==> src/rtl/rtc_bus_arbiter_pkg.sv <==
// rtc_bus_arbiter_pkg
// Shared definitions for the RTC multiplexed-bus arbiter and the read/write
// sequencers that drive it. Contents:
//   state_e   - 3-bit bus-cycle state encoding
//   *_IDLE    - inactive levels of the active-low RTC control lines
//   xfer_t    - transaction latched on grant (type, address, write data)
//   max3      - helper used to size the phase timer
package rtc_bus_arbiter_pkg;

    typedef enum logic [2:0] {
        ST_IDLE  = 3'd0,
        ST_A_SET = 3'd1,
        ST_A_STB = 3'd2,
        ST_A_HLD = 3'd3,
        ST_D_SET = 3'd4,
        ST_D_STB = 3'd5,
        ST_D_HLD = 3'd6,
        ST_DONE  = 3'd7
    } state_e;

    // Inactive levels of the RTC control lines (all active-low)
    localparam logic CS_IDLE  = 1'b1;
    localparam logic RD_IDLE  = 1'b1;
    localparam logic WR_IDLE  = 1'b1;
    localparam logic A_D_IDLE = 1'b1;

    typedef struct packed {
        logic       is_write;
        logic [7:0] addr;
        logic [7:0] data;
    } xfer_t;

    function automatic int unsigned max3(input int unsigned a,
                                         input int unsigned b,
                                         input int unsigned c);
        int unsigned m;
        m = (a > b) ? a : b;
        return (m > c) ? m : c;
    endfunction

endpackage

==> src/rtl/rtc_bus_arbiter_phase_timer.sv <==
// rtc_phase_timer
// Down-counter that times each bus-cycle phase. It is loaded on phase entry
// and counts down to 1, where it holds; it never wraps.
// Ports:
//   clk      in  system clock
//   reset    in  synchronous, active-high
//   load     in  load 'value' on this edge (takes priority over counting)
//   value    in  phase length in clk cycles (>= 1)
//   expired  out high during the final cycle of the phase (count == 1)
module rtc_phase_timer #(
    parameter int unsigned W = 4
) (
    input  logic         clk,
    input  logic         reset,
    input  logic         load,
    input  logic [W-1:0] value,
    output logic         expired
);

    logic [W-1:0] cnt_q;
    logic [W-1:0] cnt_d;

    always_comb begin
        cnt_d = cnt_q;
        if (load) begin
            cnt_d = value;
        end else if (cnt_q > W'(1)) begin
            cnt_d = cnt_q - W'(1);
        end
    end

    always_ff @(posedge clk) begin
        if (reset) begin
            cnt_q <= '0;
        end else begin
            cnt_q <= cnt_d;
        end
    end

    assign expired = (cnt_q == W'(1));

endmodule

==> src/rtl/rtc_bus_arbiter.sv <==
// rtc_bus_arbiter
// Owns the RTC multiplexed AD bus and shares it between the write and read
// sequencers. Write wins when both request in IDLE. The granted transaction
// is latched, then driven as an address phase followed by a data phase, each
// with setup / strobe / hold timing, and closed by a one-cycle DONE that
// carries the matching ack.
//
// state  | meaning
// IDLE   | bus free, arbitrate requests
// A_SET  | address driven, A_D low, before WR strobe
// A_STB  | address strobe (WR low)
// A_HLD  | address held after strobe
// D_SET  | data phase setup (write: data driven; read: bus released)
// D_STB  | data strobe (WR low for write, RD low for read)
// D_HLD  | data phase hold after strobe
// DONE   | control lines idle, ack pulsed, busy still high
//
// Ports:
//   clk, reset               system clock, synchronous active-high reset
//   wr_req/wr_addr/wr_data   write request (held until wr_ack), addr, data
//   wr_ack                   1-cycle pulse when the write cycle completes
//   rd_req/rd_addr           read request (held until rd_ack), addr
//   rd_data/rd_ack           last read value; 1-cycle pulse on completion
//   busy                     high from grant through DONE
//   ad_in/ad_out/ad_oe       bidirectional AD bus pad interface
//   CS/RD/WR/A_D             RTC control lines, active-low, idle high
// All outputs are registered.
module rtc_bus_arbiter
    import rtc_bus_arbiter_pkg::*;
#(
    parameter int unsigned T_SETUP = 2,
    parameter int unsigned T_PULSE = 10,
    parameter int unsigned T_HOLD  = 2
) (
    input  logic       clk,
    input  logic       reset,
    input  logic       wr_req,
    input  logic [7:0] wr_addr,
    input  logic [7:0] wr_data,
    output logic       wr_ack,
    input  logic       rd_req,
    input  logic [7:0] rd_addr,
    output logic [7:0] rd_data,
    output logic       rd_ack,
    output logic       busy,
    input  logic [7:0] ad_in,
    output logic [7:0] ad_out,
    output logic       ad_oe,
    output logic       CS,
    output logic       RD,
    output logic       WR,
    output logic       A_D
);

    localparam int unsigned TW = $clog2(max3(T_SETUP, T_PULSE, T_HOLD) + 1);

    state_e     state_q, state_d;
    xfer_t      xfer_q, xfer_d;
    logic [7:0] rd_data_q, rd_data_d;
    logic [7:0] ad_out_q, ad_out_d;
    logic       wr_ack_q, wr_ack_d;
    logic       rd_ack_q, rd_ack_d;
    logic       busy_q, busy_d;
    logic       ad_oe_q, ad_oe_d;
    logic       cs_q, cs_d;
    logic       rd_q, rd_d;
    logic       wr_q, wr_d;
    logic       a_d_q, a_d_d;

    logic          timer_load;
    logic [TW-1:0] timer_value;
    logic          timer_expired;

    function automatic logic [TW-1:0] dur(input state_e s);
        case (s)
            ST_A_SET, ST_D_SET: dur = TW'(T_SETUP);
            ST_A_STB, ST_D_STB: dur = TW'(T_PULSE);
            ST_A_HLD, ST_D_HLD: dur = TW'(T_HOLD);
            default:            dur = TW'(1);
        endcase
    endfunction

    function automatic state_e next_phase(input state_e s);
        case (s)
            ST_A_SET: next_phase = ST_A_STB;
            ST_A_STB: next_phase = ST_A_HLD;
            ST_A_HLD: next_phase = ST_D_SET;
            ST_D_SET: next_phase = ST_D_STB;
            ST_D_STB: next_phase = ST_D_HLD;
            ST_D_HLD: next_phase = ST_DONE;
            default:  next_phase = ST_IDLE;
        endcase
    endfunction

    rtc_phase_timer #(.W(TW)) u_timer (
        .clk     (clk),
        .reset   (reset),
        .load    (timer_load),
        .value   (timer_value),
        .expired (timer_expired)
    );

    // Next state, latched transaction and read capture
    always_comb begin
        state_d   = state_q;
        xfer_d    = xfer_q;
        rd_data_d = rd_data_q;
        case (state_q)
            ST_IDLE: begin
                if (wr_req) begin
                    state_d          = ST_A_SET;
                    xfer_d.is_write  = 1'b1;
                    xfer_d.addr      = wr_addr;
                    xfer_d.data      = wr_data;
                end else if (rd_req) begin
                    state_d          = ST_A_SET;
                    xfer_d.is_write  = 1'b0;
                    xfer_d.addr      = rd_addr;
                    xfer_d.data      = 8'h00;
                end
            end
            // DONE always falls back to IDLE so CS gets a minimum high time
            ST_DONE: state_d = ST_IDLE;
            default: begin
                if (timer_expired) begin
                    state_d = next_phase(state_q);
                    // Last RD-low cycle: sample the pad before RD rises
                    if (state_q == ST_D_STB && !xfer_q.is_write) begin
                        rd_data_d = ad_in;
                    end
                end
            end
        endcase
        timer_load  = (state_d != state_q);
        timer_value = dur(state_d);
    end

    // Outputs are decoded from the next state so the flops line up with state_q
    always_comb begin
        cs_d     = CS_IDLE;
        rd_d     = RD_IDLE;
        wr_d     = WR_IDLE;
        a_d_d    = A_D_IDLE;
        ad_oe_d  = 1'b0;
        ad_out_d = 8'h00;
        wr_ack_d = 1'b0;
        rd_ack_d = 1'b0;
        busy_d   = (state_d != ST_IDLE);
        case (state_d)
            ST_A_SET, ST_A_STB, ST_A_HLD: begin
                cs_d     = 1'b0;
                a_d_d    = 1'b0;
                ad_oe_d  = 1'b1;
                ad_out_d = xfer_d.addr;
                wr_d     = (state_d != ST_A_STB);
            end
            ST_D_SET, ST_D_STB, ST_D_HLD: begin
                cs_d = 1'b0;
                if (xfer_d.is_write) begin
                    ad_oe_d  = 1'b1;
                    ad_out_d = xfer_d.data;
                    wr_d     = (state_d != ST_D_STB);
                end else begin
                    rd_d = (state_d != ST_D_STB);
                end
            end
            ST_DONE: begin
                wr_ack_d = xfer_d.is_write;
                rd_ack_d = !xfer_d.is_write;
            end
            default: ;
        endcase
    end

    always_ff @(posedge clk) begin
        if (reset) begin
            state_q   <= ST_IDLE;
            xfer_q    <= '0;
            rd_data_q <= 8'h00;
            ad_out_q  <= 8'h00;
            wr_ack_q  <= 1'b0;
            rd_ack_q  <= 1'b0;
            busy_q    <= 1'b0;
            ad_oe_q   <= 1'b0;
            cs_q      <= CS_IDLE;
            rd_q      <= RD_IDLE;
            wr_q      <= WR_IDLE;
            a_d_q     <= A_D_IDLE;
        end else begin
            state_q   <= state_d;
            xfer_q    <= xfer_d;
            rd_data_q <= rd_data_d;
            ad_out_q  <= ad_out_d;
            wr_ack_q  <= wr_ack_d;
            rd_ack_q  <= rd_ack_d;
            busy_q    <= busy_d;
            ad_oe_q   <= ad_oe_d;
            cs_q      <= cs_d;
            rd_q      <= rd_d;
            wr_q      <= wr_d;
            a_d_q     <= a_d_d;
        end
    end

    assign rd_data = rd_data_q;
    assign ad_out  = ad_out_q;
    assign wr_ack  = wr_ack_q;
    assign rd_ack  = rd_ack_q;
    assign busy    = busy_q;
    assign ad_oe   = ad_oe_q;
    assign CS      = cs_q;
    assign RD      = rd_q;
    assign WR      = wr_q;
    assign A_D     = a_d_q;

endmodule

==> config.mk <==
export PLATFORM = sky130hd
export DESIGN_NAME = rtc_bus_arbiter
export DESIGN_NICKNAME = d
export VERILOG_FILES = /design/src/rtl/rtc_bus_arbiter_pkg.sv /design/src/rtl/rtc_bus_arbiter_phase_timer.sv /design/src/rtl/rtc_bus_arbiter.sv
export SDC_FILE = /design/constraint.sdc
export NUM_CORES = 1
export LEC_CHECK = 0
export BUFFER_PORTS_ARGS = -buffer_cell sky130_fd_sc_hd__buf_4
export CAP_MARGIN = 20
export CORE_MARGIN = 5
export CORE_UTILIZATION = 36
export DETAILED_ROUTE_END_ITERATION = 8
export HOLD_SLACK_MARGIN = 0.12
export PLACE_DENSITY = 0.69
export SYNTH_ARGS = -nofsm -noshare
export SYNTH_HDL_FRONTEND = slang
export SYNTH_SLANG_ARGS = --single-unit
==> constraint.sdc <==
create_clock -name clk -period 5.7 [get_ports clk]
set_clock_uncertainty 0.1 [all_clocks]
set_input_delay 0.855 -clock clk [delete_from_list [all_inputs] [get_ports clk]]
set_output_delay 0.855 -clock clk [all_outputs]
set_load 0.01 [all_outputs]
# Word level (Yosys, flattened, before mapping)
# Cells that the tools add are included.
# W data, S select, Z words.
[totals] ff_bits=48 input_bits=36 out_inout_bits=24 word_cells=72
[classes] n_addsub=1 order_cmp=1 eq_ne=18 n_mux=19 bitwise=3 n_reduce_logical=15
[op_table] op="$mux W17" count=3
[op_table] op="$eq A3 B3 Y1 const B" count=8
[op_table] op="$pmux W3 S6" count=1
[op_table] op="$pmux W8 S2" count=1
[op_table] op="$eq A3 B2 Y1 const B" count=4
[op_table] op="$mux W3" count=3
[op_table] op="$reduce_or A3 Y1" count=3
[op_table] op="$mux W4" count=2
[op_table] op="$mux W8" count=1
[op_table] op="$pmux W4 S2" count=1
[op_table] op="$eq A3 B1 Y1 const B" count=2
[op_table] op="$pmux W3 S2" count=1
[op_table] op="$reduce_or A2 Y1" count=3
[op_table] op="$reduce_or A6 Y1" count=1
[op_table] op="$eq A4 B1 Y1 const B" count=1
[op_table] op="$gt A4 B1 Y1 const B" count=1
[op_table] op="$mux W1" count=4
[op_table] op="$pmux W1 S2" count=2
[op_table] op="$reduce_or A4 Y1" count=1
[op_table] op="$sub A4 B1 Y4 const B" count=1
[op_table] op="$logic_not A3 Y1" count=1
[op_table] op="$ne A3 B2 Y1 const B" count=1
[op_table] op="$ne A3 B3 Y1" count=1
[op_table] op="$ne A3 B3 Y1 const B" count=1
[op_table] op="6 further kinds" count=9

# Logic depth before layout (Yosys ltp)
# Gate-level depths: netlist of run 1.
[logic_depth] word_depth=8 mapped_depth=11 ltp_nobuf=9

# Modules after synthesis
# Synthesis of run 1 repeated with hierarchy kept, for this count alone.
[hier_totals] hier_cells=260 hier_area_um2=2371.0
[modules_own_cells] module="rtc_bus_arbiter" instances=1 cells_each=229 area_per_inst_um2=2093.3
[modules_own_cells] module="rtc_phase_timer" instances=1 cells_each=31 area_per_inst_um2=277.8

# Least setup slack after synthesis of run 1
# No wires, ideal clock.
[synth_timing] kind="input -> register" from="in rd_req" to="reg wr_q, in the netlist WR" arrival_ns=2.555 setup_slack_ns=2.926 path_stages=8 path_buffers=2 path_cell_list="buf_6 -> nor4b_4 -> a31oi_1 -> o22a_2 -> and3_1 -> or3_1 -> buf_6 -> a211o_1"
[synth_between] elab_chain_len=6 word_cells_on_any_way=18 classes_between="8 x eq/ne; 8 x mux; 2 x reduce/logical"
[synth_rtl] item="from (decl)" line_no="rtc_bus_arbiter.sv:41" text="input logic rd_req,"
[synth_rtl] item="$mux W3" line_no="rtc_bus_arbiter.sv:115" text="end else if (rd_req) begin"
[synth_rtl] item="$mux W3" line_no="rtc_bus_arbiter.sv:110" text="if (wr_req) begin"
[synth_rtl] item="$pmux W3 S2" line_no="rtc_bus_arbiter.sv:108" text="case (state_q)"
[synth_rtl] item="$eq A3 B3 Y1, or another cell as far along" line_no="rtc_bus_arbiter.sv:149" text="case (state_d)"
[synth_rtl] item="$reduce_or A3 Y1 / $mux W1 (equally long branches)" line_no="rtc_bus_arbiter.sv:149, rtc_bus_arbiter.sv:159"
[synth_rtl] item="$pmux W1 S2 (*)" line_no="rtc_bus_arbiter.sv:149"
[synth_rtl] item="to (signal assigned)" line_no="rtc_bus_arbiter.sv:200" text="wr_q <= wr_d;"
[synth_rtl] item="to (decl)" line_no="rtc_bus_arbiter.sv:67" text="logic wr_q, wr_d;"
# Every way passes the cells marked *; elsewhere a longest branch is shown, timed or not.
# A chain may end at the register's enable or synchronous reset.

# Worst setup path in the final report of run 1
[layout_timing] from="reg state_q[1]" to="reg ad_out_q[7], in the netlist ad_out[7]"
[layout_between] elab_chain_len=7 word_cells_on_any_way=24 classes_between="13 x eq/ne; 8 x mux; 3 x reduce/logical"
[layout_rtl] item="from (decl)" line_no="rtc_bus_arbiter.sv:57" text="state_e state_q, state_d;"
[layout_rtl] item="from (signal assigned)" line_no="rtc_bus_arbiter.sv:190" text="state_q <= state_d;"
[layout_rtl] item="$eq A3 B3 Y1, or another cell as far along" line_no="rtc_bus_arbiter.sv:84" text="case (s)"
[layout_rtl] item="$pmux W3 S6" line_no="rtc_bus_arbiter.sv:84"
[layout_rtl] item="$mux W3" line_no="rtc_bus_arbiter.sv:125" text="if (timer_expired) begin"
[layout_rtl] item="$pmux W3 S2" line_no="rtc_bus_arbiter.sv:108"
[layout_rtl] item="$eq A3 B3 Y1, or another cell as far along" line_no="rtc_bus_arbiter.sv:149"
[layout_rtl] item="$reduce_or A3 Y1" line_no="rtc_bus_arbiter.sv:149"
[layout_rtl] item="$pmux W8 S2 (*)" line_no="rtc_bus_arbiter.sv:149"
[layout_rtl] item="to (signal assigned)" line_no="rtc_bus_arbiter.sv:193" text="ad_out_q <= ad_out_d;"
[layout_rtl] item="to (decl)" line_no="rtc_bus_arbiter.sv:60" text="logic [7:0] ad_out_q, ad_out_d;"
# Marks and branches as above.

==> metrics.txt, run 1 <==
Synth Register Bits=48; Placed Cells incl. Taps=370; first-pass GRT wire length=8880 um; share of cells above drive strength 1=0.266; final WL=5400 um; crit path launch=state_q[1]; Final period util=0.598; H-tree levels=2; Warnings, synthesis=0; row count=29; relative slew slack=0.492; clock buffer depth=2; root buffer cell=clkbuf_8; largest net degree at the start of global routing=25; clk_lat worst skew=300 ps; Hold Crit Class=reg2reg; Ports=60; RSZ-0062 raised after global routing=false; Post-synth EDFFs=0; GRT Util Overall=0.143; Reg2Reg Setup Slack=2290 ps; library cells used by synthesis=52; remaining antenna violation count after routing=0; fmax=just under 0.3 GHz; Final Hold Fails=0; Sum Neg Setup Slack=0 ps; cell area power density=355 nW/um^2; GP Congestion=between 0.8 and 0.9; number of global-route vias before repair=between 1,500 and 2,000; fillers=between 600 and 700; Iter 0 DRT Violations=approximately 140; end of the critical path=ad_out[7]; Setup Fix Bufs, Post-CTS=0; total nets after synthesis=292; WHS=397 ps; max-capacitance violation count=0; Post-CTS Resized=0; CTS tree=built; fin. max-slew vios=0; reg-to-reg startpoint=state_q[1]; drt wl/cell=14.3 um; antenna cell count=0; number of buffers added on ports=between 50 and 60; initial antenna violation count=0; ys flop type=dfxtp_1; Post-CTS Hold Buffers=0; commonest non-fill, non-tap cell in the layout=buf_4; CTS buffer count=5; Mapped Avg Cell Area=9.17 sq um; critical path data required time=5830 ps; drt drc=0; Max VDD drop=0.198 mV; ys async rst share=0; Core Area=~6300 sq um; sequential share of the synthesized area=0.421; fin crit period=3410 ps; CP Class=reg2reg; total gr overflow=0; Max FO, Critical Path=18; worst-margin pin slew=760 ps; Reg clk slew, reported paths=90 ps; Die Ht=89.6 um; worst reg2reg path depth=8; Finished Layout Cells=378; via count=1,953; final core occ=0.449; crit start category=flop; Clock Sinks=48; Die X=89.6 um; commonest cells after routing, fill and taps aside=buf_4, dfxtp_1, nor2_1, and2_1, a22oi_1; outcome=completed; 1st-pass router iterations=4; reg-to-reg endpoint=ad_out[7]; endpoint type of the worst setup path=flop; synthesized cell area=roughly 2300 sq um; Reg area=961 sq um; total die area=8040 sq um; area grow syn2layout=23.6%; final setup vio count=0; Initial Util=0.364; Worst Path Arrival=approximately 3500 ps; Multi-input gate area=roughly 1200 sq um; LEAKAGE=1.22 nW; Final HPWL DP=3960 um; cell count after synthesis=249; fin nets=343; Vias/cell=5.17
[routing by layer]
layer | wire, um | GRT usage
met1 | 2470 | 0.187
met2 | 2480 | 0.217
met3 | 363 | 0.0447
met4 | 82 | 0.0568
met5 | 0 | 0
[synthesized netlist by cell type, drive strengths merged, types with 3 or more instances]
library cell	instances	area share
a211oi	3	0.012
a21oi	10	0.027
a221oi	3	0.012
a22o	7	0.027
a22oi	11	0.036
a31oi	8	0.022
and2	13	0.036
buf	7	0.028
clkbuf	8	0.013
dfxtp	48	0.42
ha	7	0.038
inv	7	0.012
mux2i	9	0.039
nand2	10	0.016
nand2b	7	0.019
nand3	7	0.015
nor2	33	0.054
nor2b	6	0.016
nor3	4	0.0088
o21ai	11	0.024
[registers in the layout, indices dropped and copies added (netlist names), 3 cells and up]
signal	cells
ad_out	8
rd_data	8
state_q	3
u_timer.cnt_q	4
xfer_q	17
[report_power, final]
part           switching, W  total (W)  leakage, nW  internal, W
Sequential        0.0000294   0.000413        0.393     0.000384
Clock              0.000111   0.000209       0.0445    0.0000987
Combinational      0.000211   0.000378        0.784     0.000168
[how the worst min path moves through the flow]
stage / from / to / slack [ps] / depth (start not counted)
3_3_place_gp: xfer_q[7] / xfer_q[7] / 370 / 2
5_1_grt: rd_data[1] / rd_data[1] / 430 / 2
6_report: xfer_q[7] / xfer_q[7] / 400 / 2
4_1_cts: xfer_q[7] / xfer_q[7] / 400 / 2
3_5_place_dp: xfer_q[7] / xfer_q[7] / 380 / 2
2_1_floorplan: xfer_q[7] / xfer_q[7] / 350 / 2
[cell families (layout without fill, tap and decap cells)]
| kind of cell | after synthesis | after routing | synth area share |
|---|---|---|---|
| xor+xnor | 2 | 2 | 0.00767 |
| compound gates | 67 | 67 | 0.217 |
| simple gates | 92 | 92 | 0.214 |
| fa+ha+maj | 7 | 7 | 0.0384 |
| buf+inv | 22 | 74 | 0.0531 |
| mux | 11 | 11 | 0.0493 |
| flops | 48 | 48 | 0.421 |
[critical path, stage by stage (launching register included)]
cell	delay, ps
dfxtp_1	350
inv_1	180
ha_1	330
nor2b_1	660
and2_1	660
a21oi_1	200
a211oi_2	570
nand2b_1	120
a21oi_1	160
[final cells by class]
type	count	share of cell area
Timing Repair Buffer	59	0.157
Sequential cell	48	0.341
Tap cell	77	0.0341
Clock inverter	1	0.00266
Clock buffer	7	0.0306
Inverter	7	0.00931
Multi-Input combinational cell	179	0.426
[stage by stage]
stage / cell area [sq um] / total power, W / setup slack, ps
2_1_floorplan: 2280 / 0.000697 / 2930
3_3_place_gp: 2730 / 0.000794 / 2550
3_5_place_dp: 2730 / 0.000797 / 2310
4_1_cts: 2820 / 0.00101 / 2290
5_1_grt: 2820 / 0.00107 / 1930
6_report: 2820 / 0.00100 / 2290
(Power assumes the default switching activity.)
==> run 2: changes to the inputs <==
==> constraint.sdc (replaced) <==
create_clock -name clk -period 3.15 [get_ports clk]
set_clock_uncertainty 0.1 [all_clocks]
set_input_delay 0.4725 -clock clk [delete_from_list [all_inputs] [get_ports clk]]
set_output_delay 0.4725 -clock clk [all_outputs]
set_load 0.01 [all_outputs]
==> run 2 against run 1 <==
Effect of this change:
- core utilization increased by 0.50 points
- cell area is 1.1% higher
- cell count increased by 0.79%
- non-clock buffer count is 3 higher
- critical endpoint is now WR
- critical path type unchanged
- count of clock-buffer cells in the layout shrank 1
- largest power group unchanged
- sequential cell count unchanged
- total power up 85%
- combinational power rose by 89%
- highest routed layer unchanged
==> metrics.txt, run 2 (synthesis gave the netlist of run 1 again) <==
remaining antenna violation count after routing=0 (unchanged); total die area=8040 sq um (unchanged); Pint=0.00119 W (+83%); Final HPWL DP=4310 um (+8.7%); area grow syn2layout=24.9%; final setup vio count=0 (unchanged); endpoint type of the worst setup path=flop; Vias/cell=5.31 (+2.8%); share of cells above drive strength 1=0.280 (+0.0138); reg-to-reg endpoint=WR; Worst Path Arrival=3050 ps (-490 ps); commonest cells after routing, fill and taps aside=buf_4, dfxtp_1, nor2_1, and2_1, a22oi_1; fin nets=346 (+0.87%); worst-margin pin slew=628 ps (-132 ps); fillers=623 (+0.81%); clk_lat worst skew=300 ps (about the same); Initial Util=0.364 (unchanged); Max FO, Critical Path=10 (-8); Core Area=6280 sq um (unchanged); final WL=5750 um (+6.6%); final core occ=0.454 (+0.00498); Setup Fix Bufs, Post-CTS=0 (unchanged); Max VDD drop=0.280 mV (+42%); crit start category=flop; CTS tree=built; Final Hold Fails=0 (unchanged); hold path startpoint=ad_in[3]; Iter 0 DRT Violations=93 (-33%); LEAKAGE=1.24 nW (+1.9%); number of global-route vias before repair=1,951 (+5.3%); Reg with most FFs=xfer_q; root buffer cell=clkbuf_8; H-tree levels=2 (unchanged); hold endpoint=rd_data[3]; Sw Ratio=0.356 (+0.00594); first-pass GRT wire length=9430 um (+6.2%); Finished Layout Cells=381 (+0.79%); Placed Cells incl. Taps=373 (+0.81%); Ports=60 (unchanged); 1st-pass router iterations=4 (unchanged); row count=29 (unchanged); critical path data required time=3250 ps (-2580 ps); fmax=0.338 GHz (+15%); CTS buffer count=5 (unchanged); GRT Util Overall=0.150 (+0.00708); Reg2Reg Setup Slack=190 ps (-2100 ps); fin. max-slew vios=0 (unchanged); power share of the sequential group=0.406 (-0.007); Final period util=0.938 (+0.341); Reg clk slew, reported paths=90 ps (about the same); Sum Neg Setup Slack=0 ps (unchanged); total gr overflow=0 (unchanged); antenna cell count=0 (unchanged); drt wl/cell=15.1 um (+5.7%); max-capacitance violation count=0 (unchanged); cell area power density=650 nW/um^2 (+83%); worst reg2reg path depth=8 (unchanged); RSZ-0062 raised after global routing=false; initial antenna violation count=0 (unchanged); clock buffer depth=2 (unchanged); max reg flops=17 (unchanged); number of buffers added on ports=59 (unchanged); reg-to-reg startpoint=state_q[0]; Comb power frac=0.386 (+0.008); outcome=completed; Clock Sinks=48 (unchanged); fin crit period=2960 ps (-450 ps); Die Ht=89.6 um (unchanged); via count=2,023 (+3.6%); Clock power frac=0.208 (about the same); Post-CTS Hold Buffers=0 (unchanged); CP Class=reg2reg; GP Congestion=0.813 (-2.5%); Hold Crit Class=in2reg; crit path launch=state_q[0]; Die X=89.6 um (unchanged); commonest non-fill, non-tap cell in the layout=buf_4; largest net degree at the start of global routing=25 (unchanged); Worst Hold Depth=3 (+1); relative slew slack=0.579 (+0.0865); switching power=0.000660 W (+88%); drt drc=0 (unchanged)
-- run 2: critical path: stages, from the launching register on --
cell and delay [ps]:
dfxtp_1 460, inv_1 150, ha_1 340, or2b_1 330, a31oi_1 160, o22a_2 320, and3_1 210, or3_1 510
a211o_1 270
-- run 2: power by group through the flow --
stage / registers, W / clock network (W) / logic, W
floorplan: 0.000768 / 0 / 0.000492
detailed placement: 0.000765 / 0 / 0.000709
CTS: 0.000751 / 0.000401 / 0.000712
global route: 0.000762 / 0.000426 / 0.000796
finish: 0.000752 / 0.000386 / 0.000715
global placement: 0.000761 / 0 / 0.000692
-- run 2: repair_timing --
action	4_1_cts	5_1_grt
setup endpoints to repair	0	1
gates resized for setup	0	1
hold endpoints to repair	0	0
-- run 2: how the worst max path moves through the flow --
stage	to	slack (ps)	cells after the start
2_1_floorplan	WR	610	10
3_3_place_gp	WR	380	8
3_5_place_dp	WR	260	8
4_1_cts	WR	230	8
5_1_grt	ad_out[7]	50	9
6_report	WR	190	8
-- run 2: per-layer routing --
layer	vias to the layer above	track usage	part of all wire
met5	-	0	0
met4	0	0.0447	0.013
met3	6	0.0383	0.075
met2	62	0.246	0.49
met1	955	0.193	0.42
li1	1000	-	-
-- run 2: final cells by class --
type,count,area [sq um],share of cell area
timing repair buffer,62,465,0.163
multi-input combinational,179,1210,0.423
clock inverter,2,13.8,0.00482
clock buffer,6,82.6,0.0289
inverter,7,26.3,0.00921
sequential,48,961,0.337
tap,77,96.3,0.0338
-- run 2: metrics by stage --
step,setup WS (ps),hold WS [ps],total power (W),area [sq um]
2_1_floorplan,607,353,0.00126,2280
3_3_place_gp,383,375,0.00145,2750
3_5_place_dp,261,379,0.00147,2750
4_1_cts,227,291,0.00186,2850
5_1_grt,50.9,297,0.00198,2850
6_report,194,299,0.00185,2850
